`config.mk`:
```
export PLATFORM = sky130hd
export DESIGN_NAME = tart_spi_master_flat
export DESIGN_NICKNAME = d
export VERILOG_FILES = /design/src/rtl/tart_spi_master_if.sv /design/src/rtl/tart_spi_master.sv /design/src/flat_wrapper.sv
export SDC_FILE = /design/constraint.sdc
export NUM_CORES = 1
export LEC_CHECK = 0
export ABC_AREA = 1
export CELL_PAD_IN_SITES_DETAIL_PLACEMENT = 0
export CELL_PAD_IN_SITES_GLOBAL_PLACEMENT = 1
export CORE_MARGIN = 5
export CORE_UTILIZATION = 33
export DETAILED_ROUTE_END_ITERATION = 16
export PLACE_DENSITY = 0.76
export SYNTH_ARGS = -nofsm -noshare
export SYNTH_HDL_FRONTEND = slang
export SYNTH_SLANG_ARGS = --single-unit
export TNS_END_PERCENT = 1
```
`constraint.sdc`:
```
create_clock -name fpga_clk -period 2.4 [get_ports fpga_clk]
set_input_delay 0.6 -clock fpga_clk [delete_from_list [all_inputs] [get_ports fpga_clk]]
set_output_delay 0.6 -clock fpga_clk [all_outputs]
set_load 0.02 [all_outputs]
```
`src/rtl/tart_spi_master_if.sv`:
```
// Command/response bus between a register client and the TART SPI master.
// The client side drives commands; the master side accepts them and
// returns the received data with a one-cycle rsp_valid pulse.
interface tart_spi_master_if;
    logic        cmd_valid;
    logic        cmd_ready;
    logic        cmd_write;
    logic [6:0]  cmd_addr;
    logic [1:0]  cmd_nbytes;
    logic [23:0] cmd_wdata;
    logic        rsp_valid;
    logic [23:0] rsp_data;
    logic        busy;

    modport master (
        output cmd_valid, cmd_write, cmd_addr, cmd_nbytes, cmd_wdata,
        input  cmd_ready, rsp_valid, rsp_data, busy
    );

    modport slave (
        input  cmd_valid, cmd_write, cmd_addr, cmd_nbytes, cmd_wdata,
        output cmd_ready, rsp_valid, rsp_data, busy
    );
endinterface

```
`src/rtl/tart_spi_master.sv`:
```
// SPI mode-0 register-access master for the TART radio front end.
// One transaction = address byte {write, addr[6:0]} followed by 0..3 data
// bytes, each byte separated by one idle SCK period. Data returned by the
// slave during the data bytes is collected right-justified in rsp_data.
// All SPI pins are registered so SCK/SSEL/MOSI are glitch free.
module tart_spi_master #(
    parameter int CLK_DIV    = 2,  // fpga_clk cycles per SCK half period (>= 1)
    parameter int SSEL_SETUP = 6,  // SSEL low to first SCK low phase (>= 1)
    parameter int SSEL_HOLD  = 6,  // last SCK fall to SSEL high (>= 1)
    parameter int SSEL_IDLE  = 6   // minimum SSEL high time between transfers (>= 1)
) (
    input  logic              fpga_clk,
    input  logic              rst,
    tart_spi_master_if.slave  cmd,
    output logic              spi_sck,
    output logic              spi_mosi,
    output logic              spi_ssel,
    input  logic              spi_miso
);

    localparam int BIT_LEN = 2 * CLK_DIV;
    localparam int MAX_A   = (BIT_LEN > SSEL_SETUP) ? BIT_LEN : SSEL_SETUP;
    localparam int MAX_B   = (SSEL_HOLD > SSEL_IDLE) ? SSEL_HOLD : SSEL_IDLE;
    localparam int MAX_CNT = (MAX_A > MAX_B) ? MAX_A : MAX_B;
    localparam int CW      = $clog2(MAX_CNT + 1);

    typedef enum logic [2:0] {
        S_IDLE,
        S_SETUP,
        S_SHIFT,
        S_GAP,
        S_HOLD,
        S_WAIT_IDLE
    } state_t;

    state_t          state_q, state_d;
    logic [CW-1:0]   cnt_q, cnt_d;        // cycles within the current phase/bit
    logic [2:0]      bit_q, bit_d;        // bit index within the byte, 0 = MSB
    logic [1:0]      byte_q, byte_d;      // 0 = address byte, 1..nbytes = data
    logic            write_q, write_d;
    logic [6:0]      addr_q, addr_d;
    logic [1:0]      nbytes_q, nbytes_d;
    logic [23:0]     wdata_q, wdata_d;
    logic [23:0]     rx_q, rx_d;
    logic            sck_q, sck_d;
    logic            mosi_q, mosi_d;
    logic            ssel_q, ssel_d;
    logic            rsp_valid_q, rsp_valid_d;

    logic            cmd_ready_w;
    logic            accept_w;
    logic            bit_end;
    logic [23:0]     tx_shift;
    logic [7:0]      tx_byte;

    // Ready is forced low while reset is held so a command in that window is dropped.
    assign cmd_ready_w   = (state_q == S_IDLE) && !rst;
    assign accept_w      = cmd.cmd_valid && cmd_ready_w;

    assign cmd.cmd_ready = cmd_ready_w;
    assign cmd.busy      = (state_q != S_IDLE);
    assign cmd.rsp_valid = rsp_valid_q;
    assign cmd.rsp_data  = rx_q;

    assign spi_sck  = sck_q;
    assign spi_mosi = mosi_q;
    assign spi_ssel = ssel_q;

    // Next-state logic plus next values of the registered SPI pins.
    always_comb begin
        state_d     = state_q;
        cnt_d       = cnt_q;
        bit_d       = bit_q;
        byte_d      = byte_q;
        write_d     = write_q;
        addr_d      = addr_q;
        nbytes_d    = nbytes_q;
        wdata_d     = wdata_q;
        rx_d        = rx_q;
        bit_end     = (cnt_q == CW'(BIT_LEN - 1));
        tx_shift    = '0;
        tx_byte     = '0;
        sck_d       = 1'b0;
        mosi_d      = 1'b0;
        ssel_d      = 1'b1;
        rsp_valid_d = 1'b0;

        case (state_q)
            S_IDLE: begin
                if (accept_w) begin
                    write_d  = cmd.cmd_write;
                    addr_d   = cmd.cmd_addr;
                    nbytes_d = cmd.cmd_nbytes;
                    wdata_d  = cmd.cmd_wdata;
                    rx_d     = '0;
                    cnt_d    = '0;
                    state_d  = S_SETUP;
                end
            end
            S_SETUP: begin
                if (cnt_q == CW'(SSEL_SETUP - 1)) begin
                    cnt_d   = '0;
                    bit_d   = '0;
                    byte_d  = '0;
                    state_d = S_SHIFT;
                end else begin
                    cnt_d = cnt_q + CW'(1);
                end
            end
            S_SHIFT: begin
                if (bit_end) begin
                    cnt_d = '0;
                    // The address byte echo is meaningless, only data bytes are kept.
                    if (byte_q != 2'd0) begin
                        rx_d = {rx_q[22:0], spi_miso};
                    end
                    if (bit_q == 3'd7) begin
                        bit_d = '0;
                        if (byte_q == nbytes_q) begin
                            state_d = S_HOLD;
                        end else begin
                            byte_d  = byte_q + 2'd1;
                            state_d = S_GAP;
                        end
                    end else begin
                        bit_d = bit_q + 3'd1;
                    end
                end else begin
                    cnt_d = cnt_q + CW'(1);
                end
            end
            S_GAP: begin
                if (bit_end) begin
                    cnt_d   = '0;
                    state_d = S_SHIFT;
                end else begin
                    cnt_d = cnt_q + CW'(1);
                end
            end
            S_HOLD: begin
                if (cnt_q == CW'(SSEL_HOLD - 1)) begin
                    cnt_d   = '0;
                    state_d = S_WAIT_IDLE;
                end else begin
                    cnt_d = cnt_q + CW'(1);
                end
            end
            S_WAIT_IDLE: begin
                if (cnt_q == CW'(SSEL_IDLE - 1)) begin
                    cnt_d   = '0;
                    state_d = S_IDLE;
                end else begin
                    cnt_d = cnt_q + CW'(1);
                end
            end
            default: begin
                state_d = S_IDLE;
                cnt_d   = '0;
            end
        endcase

        // Write data is left-justified: data byte 1 is wdata[23:16].
        tx_shift    = wdata_d << {byte_d - 2'd1, 3'b000};
        tx_byte     = (byte_d == 2'd0) ? {write_d, addr_d}
                                       : (write_d ? tx_shift[23:16] : 8'h00);
        sck_d       = (state_d == S_SHIFT) && (cnt_d >= CW'(CLK_DIV));
        mosi_d      = (state_d == S_SHIFT) ? tx_byte[3'd7 - bit_d] : 1'b0;
        ssel_d      = (state_d == S_IDLE) || (state_d == S_WAIT_IDLE);
        rsp_valid_d = (state_q == S_HOLD) && (state_d == S_WAIT_IDLE);
    end

    // State, counters, latched command and registered SPI pins.
    always_ff @(posedge fpga_clk) begin
        if (rst) begin
            state_q     <= S_IDLE;
            cnt_q       <= '0;
            bit_q       <= '0;
            byte_q      <= '0;
            write_q     <= 1'b0;
            addr_q      <= '0;
            nbytes_q    <= '0;
            wdata_q     <= '0;
            rx_q        <= '0;
            sck_q       <= 1'b0;
            mosi_q      <= 1'b0;
            ssel_q      <= 1'b1;
            rsp_valid_q <= 1'b0;
        end else begin
            state_q     <= state_d;
            cnt_q       <= cnt_d;
            bit_q       <= bit_d;
            byte_q      <= byte_d;
            write_q     <= write_d;
            addr_q      <= addr_d;
            nbytes_q    <= nbytes_d;
            wdata_q     <= wdata_d;
            rx_q        <= rx_d;
            sck_q       <= sck_d;
            mosi_q      <= mosi_d;
            ssel_q      <= ssel_d;
            rsp_valid_q <= rsp_valid_d;
        end
    end

endmodule

```
`src/flat_wrapper.sv`:
```
// flat-port wrapper written by rule: the top's interface ports become plain ports
module tart_spi_master_flat 
#(
    parameter int CLK_DIV    = 2,                                               
    parameter int SSEL_SETUP = 6,                                           
    parameter int SSEL_HOLD  = 6,                                      
    parameter int SSEL_IDLE  = 6                                                     
)
  (fpga_clk, rst, spi_sck, spi_mosi, spi_ssel, spi_miso, cmd_cmd_valid, cmd_cmd_write, cmd_cmd_addr, cmd_cmd_nbytes, cmd_cmd_wdata, cmd_cmd_ready, cmd_rsp_valid, cmd_rsp_data, cmd_busy);
  tart_spi_master_if cmd_i ();
  input  logic fpga_clk;
  input  logic rst;
  output logic spi_sck;
  output logic spi_mosi;
  output logic spi_ssel;
  input  logic spi_miso;
  input wire logic [$bits(cmd_i.cmd_valid)-1:0] cmd_cmd_valid;
  input wire logic [$bits(cmd_i.cmd_write)-1:0] cmd_cmd_write;
  input wire logic [$bits(cmd_i.cmd_addr)-1:0] cmd_cmd_addr;
  input wire logic [$bits(cmd_i.cmd_nbytes)-1:0] cmd_cmd_nbytes;
  input wire logic [$bits(cmd_i.cmd_wdata)-1:0] cmd_cmd_wdata;
  output wire logic [$bits(cmd_i.cmd_ready)-1:0] cmd_cmd_ready;
  output wire logic [$bits(cmd_i.rsp_valid)-1:0] cmd_rsp_valid;
  output wire logic [$bits(cmd_i.rsp_data)-1:0] cmd_rsp_data;
  output wire logic [$bits(cmd_i.busy)-1:0] cmd_busy;
  assign cmd_i.cmd_valid = cmd_cmd_valid;
  assign cmd_i.cmd_write = cmd_cmd_write;
  assign cmd_i.cmd_addr = cmd_cmd_addr;
  assign cmd_i.cmd_nbytes = cmd_cmd_nbytes;
  assign cmd_i.cmd_wdata = cmd_cmd_wdata;
  assign cmd_cmd_ready = cmd_i.cmd_ready;
  assign cmd_rsp_valid = cmd_i.rsp_valid;
  assign cmd_rsp_data = cmd_i.rsp_data;
  assign cmd_busy = cmd_i.busy;
  tart_spi_master #(.CLK_DIV(CLK_DIV), .SSEL_SETUP(SSEL_SETUP), .SSEL_HOLD(SSEL_HOLD), .SSEL_IDLE(SSEL_IDLE)) u_core (.fpga_clk(fpga_clk), .rst(rst), .cmd(cmd_i), .spi_sck(spi_sck), .spi_mosi(spi_mosi), .spi_ssel(spi_ssel), .spi_miso(spi_miso));
endmodule
```
[Yosys cells after proc, flatten, opt, wreduce, memory -nomap -nowiden]
Cells that the tools add are included.
Operators by class
  $add $sub $neg: 5
  $mul: 0
  divide/modulo/power cells: 0
  order comparisons: 2
  equal/unequal tests: 14
  shift-type cells: 1
  muxes and demuxes: 36
  bitwise operators: 1
  reduce and logical (&&, ||, !) cells: 17
Operators by type and width (number)
  $mux W24: 5
  $pmux W24 S2: 1
  $mux W3: 14
  $shl A24 B5 Y24: 1
  $pmux W3 S6: 1
  $mux W8: 2
  $eq A3 B3 Y1 const B: 5
  $mux W7: 2
  $eq A3 B2 Y1 const B: 4
  $pmux W3 S3: 1
  $mux W2: 4
  $add A3 B1 Y3 const B: 2
  $logic_not A3 Y1: 2
  $ne A2 B1 Y1 const B: 3
  $pmux W3 S2: 1
  $logic_and A1 B1 Y1: 4
  $lt A3 B4 Y1 const B: 1
  $pmux W2 S2: 1
  $reduce_and A4 Y1: 1
  $reduce_bool A2 Y1: 2
  $reduce_or A2 Y1: 2
  $bmux W1 S3: 1
  $eq A3 B1 Y1 const B: 1
  $ge A3 B2 Y1 const B: 1
  12 further kinds: 14
Storage, ports and cells
  flip-flop bits (word level): 73
  latch bits: 0
  bits in writable memories: 0
  bits in read-only memories: 0
  input port bits: 38
  output and inout bits: 30
  word-level logic and storage cells: 89
  memories kept: 0

[Logic depth before layout (Yosys ltp)]
  word-level depth: 11
  depth in mapped cells: 22
  gate-level depth less buffers: 22

[Least setup slack after synthesis]
No wires, ideal clock.
  path type: reg-to-reg
  start: reg u_core.cnt_q[1]
  end: reg u_core.mosi_q (netlist: u_core.spi_mosi)
  library setup time: 66 ps
  arrival time: 2326 ps
  data required time: 2334 ps
  slack: 8 ps
  stages on the path, launching flop included: 19
  period minus slack after synthesis: 2392 ps
  cell sequence: dfxtp_1 -> ha_1 -> ha_1 -> nand2_1 -> nor3_1 -> nand2_1 -> o21ai_0 -> nand2_1 -> ha_1 -> inv_1 -> a21oi_1 -> nand2_1 -> nand2_1 -> nand2_1 -> nand2_1 -> nand2_1 -> nand2_1 -> nand2_1 -> a21oi_2
On the way
  word-level cells in the longest chain between the ends: 9
  elaborated cells on any way between the ends: 25
  classes of those cells: add/sub: 2; eq/ne: 3; shift: 1; mux: 16; bitwise: 1; reduce/logical: 2
RTL lines
  from (decl): RTL line tart_spi_master.sv:37  | logic [CW-1:0] cnt_q, cnt_d;
  from (signal assigned): RTL line tart_spi_master.sv:190  | cnt_q <= cnt_d;
  $eq A3 B2 Y1 / $eq A3 B3 Y1 (equally long branches)
  $mux W2, on equally long branches: RTL line tart_spi_master.sv:111, tart_spi_master.sv:101
  $pmux W2 S2: RTL line tart_spi_master.sv:88  | case (state_q)
  $sub A2 B1 Y2: RTL line tart_spi_master.sv:163  | tx_shift = wdata_d << {byte_d - 2'd1, 3'b000};
  $shl A24 B5 Y24: RTL line tart_spi_master.sv:163
  $mux W8: RTL line tart_spi_master.sv:165  | : (write_d ? tx_shift[23:16] : 8'h00);
  $mux W8: RTL line tart_spi_master.sv:164  | tx_byte = (byte_d == 2'd0) ? {write_d, addr_d}
  $bmux W1 S3: RTL line tart_spi_master.sv:167  | mosi_d = (state_d == S_SHIFT) ? tx_byte[3'd7 - bit_d] : 1'b0;
  $mux W1 (not written as such): RTL line tart_spi_master.sv:167
  to (signal assigned): RTL line tart_spi_master.sv:199  | mosi_q <= mosi_d;
  to (decl): RTL line tart_spi_master.sv:46  | logic mosi_q, mosi_d;
Parallel ways exist; a longest one is shown, timed or not. The select of a mux whose other input is x is not followed.
A chain may end at the register's enable or synchronous reset.

[Final worst setup path]
  start: reg u_core.cnt_q[0]
  end: reg u_core.mosi_q (netlist: u_core.spi_mosi)
The elaborated chain is that of the path after synthesis.

==> results.json <==
{
  "status": "finished clean",
  "drc": 0,
  "die_w_um": 114,
  "min_period_over_period": 0.961,
  "synthesis.nets": 562,
  "cp_data_required_time_ns": 2.68,
  "clock_latency_ns": 0.35,
  "max_clock_freq_mhz": 434,
  "fin_setup_tns_ns": 0,
  "grt_pass1_wl_um": 16200,
  "numPortBuffers": 67,
  "slew_violations": 0,
  "swShare": 0.279,
  "skew_ns": 0.0176,
  "start_util": 0.334,
  "cts_made_buffers": 9,
  "vias": 3516,
  "rsz0062_at_grt": "yes",
  "p_total_mw": 2.71,
  "worst_pin_slew_ns": 0.595,
  "synth_warnings": 0,
  "setup_violations": 0,
  "layout_commonest_cell": "nand2_1",
  "synth-seq-cells": 73,
  "yosysSeqAreaShare": 0.407,
  "cts_tree": "built",
  "path_max_fanout": 4,
  "syn2layout_area_growth_pct": 39.6,
  "ant_nets": 0,
  "fin_crit_ns": 2.31,
  "synth_area_mm2": 0.00359,
  "power.internal_mw": 1.96,
  "h-tree-depth": 3,
  "critPathLaunchType": "flip-flop",
  "whs_ns": 0.476,
  "max-vdd-ir-drop_mv": 0.303,
  "cap_violations": 0,
  "rows": 38,
  "comb_power_share": 0.163,
  "diodes": 0,
  "drt_iter0_markers": 238,
  "worstSetupPathType": "reg2reg",
  "seq_power_share": 0.475,
  "root_buffer": "clkbuf_8",
  "avgSynthCellArea_um2": 6.98,
  "nNetsFinal": 664,
  "clock_path_buffers": 2,
  "grt_pass1_vias": 3475,
  "power.switching_uw": 758,
  "min_from": "u_core.cmd.rsp_data[23]",
  "routabilityCongestion": 0.832,
  "core_mm2": 0.0107,
  "drive_above_1_share": 0.190,
  "crit_arrival_ns": 2.59,
  "hold_viol": 0,
  "grt_antenna_before_repair": 0,
  "dp_hpwl_um": 6990,
  "die_area_mm2": 0.0131,
  "grt_use_total": 0.152,
  "end_kind": "flip-flop",
  "io_pins": 68,
  "p_leak_nw": 2.13,
  "slew_headroom": 0.603,
  "wl_um": 9680,
  "firstDrtPassIters": 4,
  "r2r_start": "u_core.cnt_q[0]",
  "cts.clk_slew.worst_paths_ns": 0.08,
  "die_y_um": 114,
  "wl_per_cell_um": 12.7,
  "reg2reg_depth": 18,
  "final_cell_mix": "nand2_1 (101), dfxtp_1 (69), clkdlybuf4s50_1 (64)",
  "drt-vias-per-instance": 4.61,
  "synth_cells": 515,
  "min_to": "u_core.cmd.rsp_data[23]",
  "holdCritPathClass": "reg2reg",
  "pwr_density_cell_mw_per_mm2": 541,
  "grt_max_degree": 53,
  "clkSinkCount": 73,
  "clock_power_share": 0.362,
  "reg2reg_to": "u_core.spi_mosi",
  "grt_overflow": 0,
  "hold_depth": 2,
  "r2r_setup_slack_ns": 0.09,
  "netlist-cell-type-count": 34
}
==> power by group through the flow <==
stage / Clock [mW] / Combinational (mW) / Sequential (mW)
floorplan: 0 / 0.225 / 1.33
global placement: 0 / 0.437 / 1.31
detailed placement: 0 / 0.441 / 1.31
CTS: 1.01 / 0.444 / 1.29
global route: 1.07 / 0.499 / 1.29
finish: 0.982 / 0.443 / 1.29
==> worst max-delay path: stages, from the launching register on <==
cell     delay, ns
dfxtp_2       0.36
ha_4          0.16
ha_4          0.14
nand2_2       0.08
nor3_4        0.20
nand2_1       0.06
o21ai_0       0.08
nand2_1       0.15
ha_4          0.27
buf_4         0.14
nand3_1       0.09
nand2_1       0.06
nand2_1       0.06
nand2_1       0.05
nand2_1       0.05
nand2_1       0.05
nand2_1       0.06
nand2_1       0.06
a21oi_2       0.12
==> metrics by stage <==
step / area (um^2) / worst slack, ns / instances / util
2_1_floorplan: 3590 / 0.00770 / 515 / -
3_3_place_gp: 4680 / -0.0960 / 744 / 0.435
3_5_place_dp: 4680 / -0.126 / 744 / 0.435
4_1_cts: 4910 / -0.0185 / 760 / 0.457
5_1_grt: 5020 / -0.0563 / 762 / 0.467
6_report: 5020 / 0.0940 / 762 / 0.467
==> cells in the mapped netlist, drive strengths merged <==
master / number / area, um^2
a211oi: 1 / 7.51
nand3: 45 / 245
inv: 70 / 263
or2: 4 / 25.0
a31oi: 2 / 12.5
buf: 10 / 63.8
a311oi: 1 / 8.76
mux2i: 4 / 40.0
nand2: 120 / 526
clkbuf: 11 / 41.3
o2111ai: 1 / 8.76
nand4: 1 / 12.5
nor3: 6 / 30.0
o21a: 3 / 22.5
ha: 9 / 113
a221oi: 1 / 8.76
nor2: 67 / 256
a21oi: 40 / 211
nand3b: 1 / 7.51
dfxtp: 73 / 1460
a32oi: 1 / 8.76
o21ai: 44 / 220
==> state kept, by name, summed over array words and instances (netlist names) <==
register,flops
u_core.spi_ssel,1
u_core.addr_q,7
u_core.spi_mosi,1
u_core.cmd.rsp_valid,1
u_core.cmd.rsp_data,24
u_core.spi_sck,1
u_core.nbytes_q,2
u_core.state_q,3
u_core.write_q,1
u_core.wdata_q,24
u_core.cnt_q,3
u_core.byte_q,2
u_core.bit_q,3
==> metal layers <==
metal  vias up  wire (um)  global-route usage
met2        55       4660               0.256
met3         7        355              0.0391
met4         0         54              0.0388
met5         -          0                   0
li1       1842          -                   -
met1      1612       4620               0.196
==> final cells by class <==
class	instances	area (um^2)
inverters	70	263
fillers	1129	5730
clock buffers	9	124
flip-flops and latches	73	1470
multi-input cells	351	1880
clock inverters	7	76.3
repair buffers	112	1030
well taps	140	175
==> worst max path at each step <==
stage / start / end / slack [ns]
after floorplan: u_core.cnt_q[1] / u_core.spi_mosi / 0.008
after global placement: cmd_cmd_valid / u_core.spi_mosi / -0.1
after detailed placement: cmd_cmd_valid / u_core.spi_mosi / -0.13
after CTS: u_core.cnt_q[1] / u_core.spi_mosi / -0.02
after global routing: u_core.cnt_q[0] / u_core.spi_mosi / -0.06
final: u_core.cnt_q[0] / u_core.spi_mosi / 0.09
==> timing repair <==
action	CTS	global route
resized for setup	11	19
setup endpoints to repair	2	2
hold buffers	0	0
pin swaps	0	5
setup buffers	0	2
==> cells by family (layout without fill, tap and decap cells) <==
family | Yosys count | after routing | synth area share
AO/OA/AOI/OAI | 94 | 94 | 0.142
adder cells (fa/ha/maj) | 9 | 9 | 0.0313
buffers and inverters | 91 | 198 | 0.102
flip-flops | 73 | 73 | 0.407
multiplexers | 4 | 4 | 0.0111
AND/OR/NAND/NOR | 244 | 244 | 0.307
(Power assumes the default switching activity.)
